File: src/rtl/timer_controller_if.sv
// Control/status bundle between user logic and the tick timer.
// The master drives commands; the timer (slave) returns tick and status.
interface timer_controller_if #(
  parameter int CNT_W = 8
);
  logic             load;
  logic [CNT_W-1:0] load_value;
  logic             periodic;
  logic             start;
  logic             pause;
  logic             stop;
  logic             tick;
  logic [CNT_W-1:0] count;
  logic             expired;
  logic             busy;
  logic [1:0]       state;

  modport master (
    output load, load_value, periodic,
    output start, pause, stop,
    input  tick, count, expired, busy, state
  );

  modport slave (
    input  load, load_value, periodic,
    input  start, pause, stop,
    output tick, count, expired, busy, state
  );
endinterface

File: src/rtl/timer_controller.sv
// Prescaled tick generator with a loadable down-counter.
// Supports one-shot and periodic expiry plus pause/resume.
module timer_controller #(
  parameter int INPUT_FREQ = 50000000,
  parameter int TICK_FREQ  = 1,
  parameter int CNT_W      = 8
) (
  input logic           clk_in,
  input logic           reset,
  timer_controller_if.slave bus
);
  localparam int PRESCALE = INPUT_FREQ / TICK_FREQ;
  localparam int PW = (PRESCALE > 2) ? $clog2(PRESCALE) : 1;
  localparam logic [PW-1:0] PRE_MAX = PW'(PRESCALE - 1);
  localparam logic [CNT_W-1:0] ONE = CNT_W'(1);

  typedef enum logic [1:0] {
    IDLE  = 2'd0,
    RUN   = 2'd1,
    PAUSE = 2'd2,
    DONE  = 2'd3
  } state_t;

  state_t           state_q, state_d;
  logic [CNT_W-1:0] count_q, count_d;
  logic [CNT_W-1:0] reload_q, reload_d;
  logic [PW-1:0]    pre_q, pre_d;
  logic             expired_q, expired_d;
  logic             tick;

  assign tick = (state_q == RUN) && (pre_q == PRE_MAX)
             && !bus.pause && !bus.stop;

  always_ff @(posedge clk_in or negedge reset) begin
    if (!reset) begin
      state_q   <= IDLE;
      count_q   <= '0;
      reload_q  <= '0;
      pre_q     <= '0;
      expired_q <= 1'b0;
    end else begin
      state_q   <= state_d;
      count_q   <= count_d;
      reload_q  <= reload_d;
      pre_q     <= pre_d;
      expired_q <= expired_d;
    end
  end

  always_comb begin
    state_d   = state_q;
    count_d   = count_q;
    reload_d  = reload_q;
    pre_d     = pre_q;
    expired_d = 1'b0;
    if (bus.stop) begin
      state_d = IDLE;
      count_d = reload_q;
      pre_d   = '0;
    end else begin
      unique case (state_q)
        IDLE, DONE: begin
          if (bus.load) begin
            reload_d = bus.load_value;
            count_d  = bus.load_value;
          end else if (bus.start) begin
            if (count_q != '0) begin
              state_d = RUN;
              pre_d   = '0;
            end else if (reload_q != '0) begin
              state_d = RUN;
              count_d = reload_q;
              pre_d   = '0;
            end
          end
        end
        RUN: begin
          if (bus.pause) begin
            state_d = PAUSE;
          end else begin
            pre_d = (pre_q == PRE_MAX) ? '0 : pre_q + 1'b1;
            // count of 0 in RUN is unreachable; hold rather than wrap
            if (tick) begin
              if (count_q > ONE) begin
                count_d = count_q - ONE;
              end else if (count_q == ONE) begin
                expired_d = 1'b1;
                if (bus.periodic) begin
                  count_d = reload_q;
                end else begin
                  count_d = '0;
                  state_d = DONE;
                end
              end
            end
          end
        end
        PAUSE: begin
          if (bus.start) state_d = RUN;
        end
        default: state_d = IDLE;
      endcase
    end
  end

  assign bus.tick    = tick;
  assign bus.count   = count_q;
  assign bus.expired = expired_q;
  assign bus.busy    = (state_q == RUN) || (state_q == PAUSE);
  assign bus.state   = state_q;
endmodule

File: src/flat_wrapper.sv
// flat-port wrapper written by rule: the top's interface ports become plain ports
module timer_controller_flat 
#(
  parameter int INPUT_FREQ = 50000000,
  parameter int TICK_FREQ  = 1,
  parameter int CNT_W      = 8
)
  (clk_in, reset, bus_load, bus_load_value, bus_periodic, bus_start, bus_pause, bus_stop, bus_tick, bus_count, bus_expired, bus_busy, bus_state);
  timer_controller_if #(.CNT_W(CNT_W)) bus_i ();
  input logic clk_in;
  input logic reset;
  input wire logic [$bits(bus_i.load)-1:0] bus_load;
  input wire logic [$bits(bus_i.load_value)-1:0] bus_load_value;
  input wire logic [$bits(bus_i.periodic)-1:0] bus_periodic;
  input wire logic [$bits(bus_i.start)-1:0] bus_start;
  input wire logic [$bits(bus_i.pause)-1:0] bus_pause;
  input wire logic [$bits(bus_i.stop)-1:0] bus_stop;
  output wire logic [$bits(bus_i.tick)-1:0] bus_tick;
  output wire logic [$bits(bus_i.count)-1:0] bus_count;
  output wire logic [$bits(bus_i.expired)-1:0] bus_expired;
  output wire logic [$bits(bus_i.busy)-1:0] bus_busy;
  output wire logic [$bits(bus_i.state)-1:0] bus_state;
  assign bus_i.load = bus_load;
  assign bus_i.load_value = bus_load_value;
  assign bus_i.periodic = bus_periodic;
  assign bus_i.start = bus_start;
  assign bus_i.pause = bus_pause;
  assign bus_i.stop = bus_stop;
  assign bus_tick = bus_i.tick;
  assign bus_count = bus_i.count;
  assign bus_expired = bus_i.expired;
  assign bus_busy = bus_i.busy;
  assign bus_state = bus_i.state;
  timer_controller #(.INPUT_FREQ(INPUT_FREQ), .TICK_FREQ(TICK_FREQ), .CNT_W(CNT_W)) u_core (.clk_in(clk_in), .reset(reset), .bus(bus_i));
endmodule
File: config.mk
export PLATFORM = sky130hd
export DESIGN_NAME = timer_controller_flat
export DESIGN_NICKNAME = d
export VERILOG_FILES = /design/src/rtl/timer_controller_if.sv /design/src/rtl/timer_controller.sv /design/src/flat_wrapper.sv
export SDC_FILE = /design/constraint.sdc
export NUM_CORES = 1
export LEC_CHECK = 0
export CORE_MARGIN = 2
export CORE_UTILIZATION = 45
export CTS_CLUSTER_SIZE = 28
export DETAILED_ROUTE_END_ITERATION = 10
export GPL_ROUTABILITY_DRIVEN = 0
export PLACE_DENSITY_LB_ADDON = 0.25
export SLEW_MARGIN = 20
export SYNTH_ARGS = -nofsm -noshare
export SYNTH_HDL_FRONTEND = slang
export SYNTH_SLANG_ARGS = --single-unit
File: constraint.sdc
create_clock -name clk_in -period 2.5 [get_ports clk_in]
set_input_delay 0.625 -clock clk_in [delete_from_list [all_inputs] [get_ports clk_in]]
set_output_delay 0.625 -clock clk_in [all_outputs]
set_load 0.02 [all_outputs]
==> flow_results.org <==
** Place
- Quantity of I/O buffers inserted on ports :: 27
- Once detailed placement completed, the half-perimeter wirelength came to approximately 5.5 mm.
- Post-Place Cell Area :: 0.00364 sq mm
- After detailed placement, the design holds a cell count of 475.

** Layout
- Post-layout net count :: between 400 and 500
- Count of non-filler cells in the finished layout :: 485
- ANT cells :: 0
- The area growth from synthesis to layout is 31.0%.
- Layout cells sized above 1 :: 0.228
- Fillers :: 541
- Final standard cell area without fillers :: around 0.0038 sq mm
- Measured on the finished design, the core utilization comes to 0.606.

** Die
- Area inside the core boundary :: 0.00628 sq mm
- Count of pins on the block boundary :: 28
- Die Footprint :: 0.00711 sq mm
- Width of the die :: ~84 um
- The initialized floorplan defines 29 standard-cell rows.
- The die is between 80 and 90 um tall.
- The initial utilization of the core area, before any placement, comes to 0.462.

** Route
- Average wire length per cell after detail routing :: 15.6 um
- Vias :: 2742
- The detailed router finished its first iteration with 117 violations.
- Vias/cell :: 5.65
- The first detailed-routing pass ran for 4 iterations.
- Routed wire length :: approximately 7.6 mm
- Residual DRC count :: 0
- Once detail routing completed, the nets flagged for antenna violations numbered 0.

** Critical path
- Maximum fanout count along the critical path :: 2
- STA classifies the critical path startpoint as a register.
- Crit path arrival time :: 1.86 ns
- For the worst setup path, the data required time is 1.88 ns.
- The critical path is of the register to primary output type.
- The worst setup path is captured at a primary output.

** STA
- Setup violations remaining at the end of the flow were counted as 0.
- Shortest period the worst path allows :: 2.49 ns
- Transition at the pin with the smallest max-transition slack :: 0.706 ns
- Setup repair after global routing could not meet its margin everywhere.
- Final count of pins violating max slew :: 0
- Hold timing on the final database bottoms out at a slack of 0.281 ns.
- Achievable Freq :: 0.402 GHz
- Worst-case headroom to the max-slew limit :: 0.528
- In the finished design, the share of the clock period the worst path needs comes to 0.996.
- Largest clock skew in the final design :: 0.0106 ns
- The number of endpoints with negative hold slack in the final report came to 0.

** Status
- The run finished with clean final reports.

** Synth
- In the synthesized netlist the dominant register cell turns out to be sky130_fd_sc_hd__dfrtp_1.
- Counting flops with an async set or reset pin after synthesis yields a share of 1.00.
- During synthesis, Yosys emitted a total of 0 warnings.
- Post-synth EDFFs :: 0
- The average instance in the mapped netlist occupies approximately 8.8 sq um.
- Register area share after synthesis :: 0.388
- The cell count after synthesis came out at 329.
- The number of nets in the synthesized netlist is 350.
- Summing every instance area after synthesis gives 0.00290 sq mm.
- After synthesis the netlist holds a flip-flop and latch count of 45.
- Number of distinct library cells after synthesis :: 54

** CTS
- Number of clock buffers inserted by TritonCTS :: 5
- Number of buffers on the longest clock path :: 2
- For the worst-skew pair, the clock arrives at the later sink with an insertion delay of ~0.3 ns.
- Clk pin slew, worst setup/hold paths :: around 0.090 ns
- Clock tree from TritonCTS :: built
- Clock sink count :: 45
- Count of H-tree levels built during CTS :: 2
- The cell sitting at the root of the clock tree is a sky130_fd_sc_hd__clkbuf_8.
- In this run, post-CTS hold repair placed 0 buffers.

** Power
- Of the total power, the share spent switching nets is 0.397.
- Switching power :: 0.00136 W
- Clock power frac :: 0.157
- VDD sags by at most 0.643 mV.
- Internal power comes to a little over 0.002 W.
- Sequential share of power :: 0.299
- Pwr dens :: 897 mW/mm^2
- Of the total power, combinational logic draws 0.544.
- Leakage power of the design :: 1.55 nW

** Min path
- The path class of the tightest hold or removal check is primary input to async pin.

** GRT
- Number of global-route vias before repair :: 2682
- Antenna violations before repair :: 0
- Entering global routing, the biggest net connects 46 pins.
- Global-route wire length before repair :: about 13 mm
- All-layer global routing usage :: 0.218
- Total congestion overflow after global routing :: 0

** Run
- Max Cap Violations :: 0
cell type report:
class | instances | area [sq um] | area share
multi-input combinational | 262 | 1710 | 0.449
sequential | 45 | 1130 | 0.296
timing repair buffer | 84 | 731 | 0.192
tap | 77 | 96.3 | 0.0253
clock buffer | 5 | 68.8 | 0.0181
inverter | 10 | 37.5 | 0.00987
clock inverter | 2 | 35.0 | 0.00921
worst max-delay path, cell delays in order, from the launching register on:
cell	delay (ns)
sky130_fd_sc_hd__dfrtp_1	0.38
sky130_fd_sc_hd__or4b_4	0.55
sky130_fd_sc_hd__nor4_4	0.13
sky130_fd_sc_hd__nand4b_1	0.18
sky130_fd_sc_hd__nor2_2	0.18
sky130_fd_sc_hd__buf_6	0.13
state kept, by name, summed over array words and instances, names as in the netlist:
name	count
u_core.bus.state	2
u_core.bus.expired	1
u_core.pre_q	26
u_core.bus.count	8
u_core.reload_q	8
Yosys cell counts, types with 6 or more instances:
cell type | number | area (sq um)
sky130_fd_sc_hd__inv_1 | 10 | 37.5
sky130_fd_sc_hd__a31oi_1 | 6 | 37.5
sky130_fd_sc_hd__nand3_1 | 7 | 35.0
sky130_fd_sc_hd__xnor2_1 | 23 | 201
sky130_fd_sc_hd__nand4_1 | 6 | 37.5
sky130_fd_sc_hd__a21oi_1 | 16 | 80.1
sky130_fd_sc_hd__nor2_1 | 54 | 203
sky130_fd_sc_hd__ha_1 | 6 | 75.1
sky130_fd_sc_hd__nor4_1 | 11 | 68.8
sky130_fd_sc_hd__nand2_1 | 29 | 109
sky130_fd_sc_hd__mux2_2 | 10 | 113
sky130_fd_sc_hd__o21ai_0 | 12 | 60.1
sky130_fd_sc_hd__nor3_1 | 11 | 55.1
sky130_fd_sc_hd__dfrtp_1 | 45 | 1130
sky130_fd_sc_hd__nor2b_1 | 10 | 62.6
sky130_fd_sc_hd__clkbuf_1 | 9 | 33.8
worst paths after layout:
| check | cells after the start | from | end | slack [ns] |
|---|---|---|---|---|
| worst min register to register | 1 | u_core.pre_q[1]$_DFFE_PN0P_ | u_core.pre_q[1]$_DFFE_PN0P_ | 0.56 |
| max in group asynchronous | 2 | reset | u_core.pre_q[4]$_DFFE_PN0P_ | 1.98 |
| worst max-delay path | 5 | u_core.pre_q[8]$_DFFE_PN0P_ | bus_tick | 0.01 |
| worst max register to register | 8 | u_core.bus.state[0]$_DFFE_PN0P_ | u_core.pre_q[25]$_DFFE_PN0P_ | 0.09 |
| min in group clk_in | 1 | u_core.pre_q[1]$_DFFE_PN0P_ | u_core.pre_q[1]$_DFFE_PN0P_ | 0.56 |
| worst min-delay path | 2 | reset | u_core.bus.expired$_DFF_PN0_ | 0.28 |
metal layers:
layer / up-vias / track usage / wire (um)
met5: - / 0 / 0
met4: 0 / 0.0806 / 172
met3: 15 / 0.0334 / 318
met2: 98 / 0.382 / 3870
li1: 1340 / - / -
met1: 1289 / 0.270 / 3220
placed cells by master, fill, tap and decap left out, types with 3 or more instances in the layout:
cell type                         netlist  routed
sky130_fd_sc_hd__a211oi_1               3       3
sky130_fd_sc_hd__a21oi_1               16      16
sky130_fd_sc_hd__a31oi_1                6       6
sky130_fd_sc_hd__and3_1                 5       5
sky130_fd_sc_hd__buf_12                 0       3
sky130_fd_sc_hd__buf_4                  1      54
sky130_fd_sc_hd__clkbuf_8               0       5
sky130_fd_sc_hd__clkdlybuf4s50_1        0      24
sky130_fd_sc_hd__dfrtp_1               45      45
sky130_fd_sc_hd__ha_1                   6       6
sky130_fd_sc_hd__inv_1                 10      10
sky130_fd_sc_hd__mux2_2                10      10
sky130_fd_sc_hd__nand2_1               29      29
sky130_fd_sc_hd__nand3_1                7       7
sky130_fd_sc_hd__nand4_1                6       6
sky130_fd_sc_hd__nor2_1                54      53
sky130_fd_sc_hd__nor2b_1               10      10
sky130_fd_sc_hd__nor3_1                11      11
sky130_fd_sc_hd__nor3b_1                3       3
sky130_fd_sc_hd__nor4_1                11      11
sky130_fd_sc_hd__nor4_2                 5       4
sky130_fd_sc_hd__nor4b_1                4       4
sky130_fd_sc_hd__o21ai_0               12      10
sky130_fd_sc_hd__o21ai_1                2       4
sky130_fd_sc_hd__xnor2_1               23      23
cell families after synthesis:
kind of cell	Yosys count	synth area share
AOI/OAI and AO/OA	57	0.134
xor gates and xnor gates	25	0.0754
adders and majority gates	6	0.0259
buffers and inverters	23	0.0345
DFF	45	0.388
muxes	12	0.0457
and+or+nand+nor	161	0.297
power by group through the flow:
stage	Clock, W	Combinational, W	Sequential, W
floorplan	0	0.000929	0.00115
global placement	0	0.00172	0.00102
detailed placement	0	0.00175	0.00103
CTS	0.000555	0.00175	0.00102
global route	0.000578	0.00202	0.00104
finish	0.000537	0.00186	0.00102
metrics by stage:
stage,total power [W],setup slack [ns],setup TNS [ns]
3_5_place_dp,0.00278,-0.227,-2.57
2_1_floorplan,0.00208,0.213,0
6_report,0.00341,0.0110,0
5_1_grt,0.00364,-0.107,-0.346
4_1_cts,0.00332,-0.0228,-0.0228
3_3_place_gp,0.00274,-0.186,-1.17
what timing repair did:
item / 4_1_cts / 5_1_grt
buffers inserted: 0 / 2
pin swaps: 4 / 2
setup endpoints to repair: 3 / 17
gates cloned: 0 / 1
gates resized for setup: 8 / 4
Note: power is estimated with default switching activity, not from simulation.
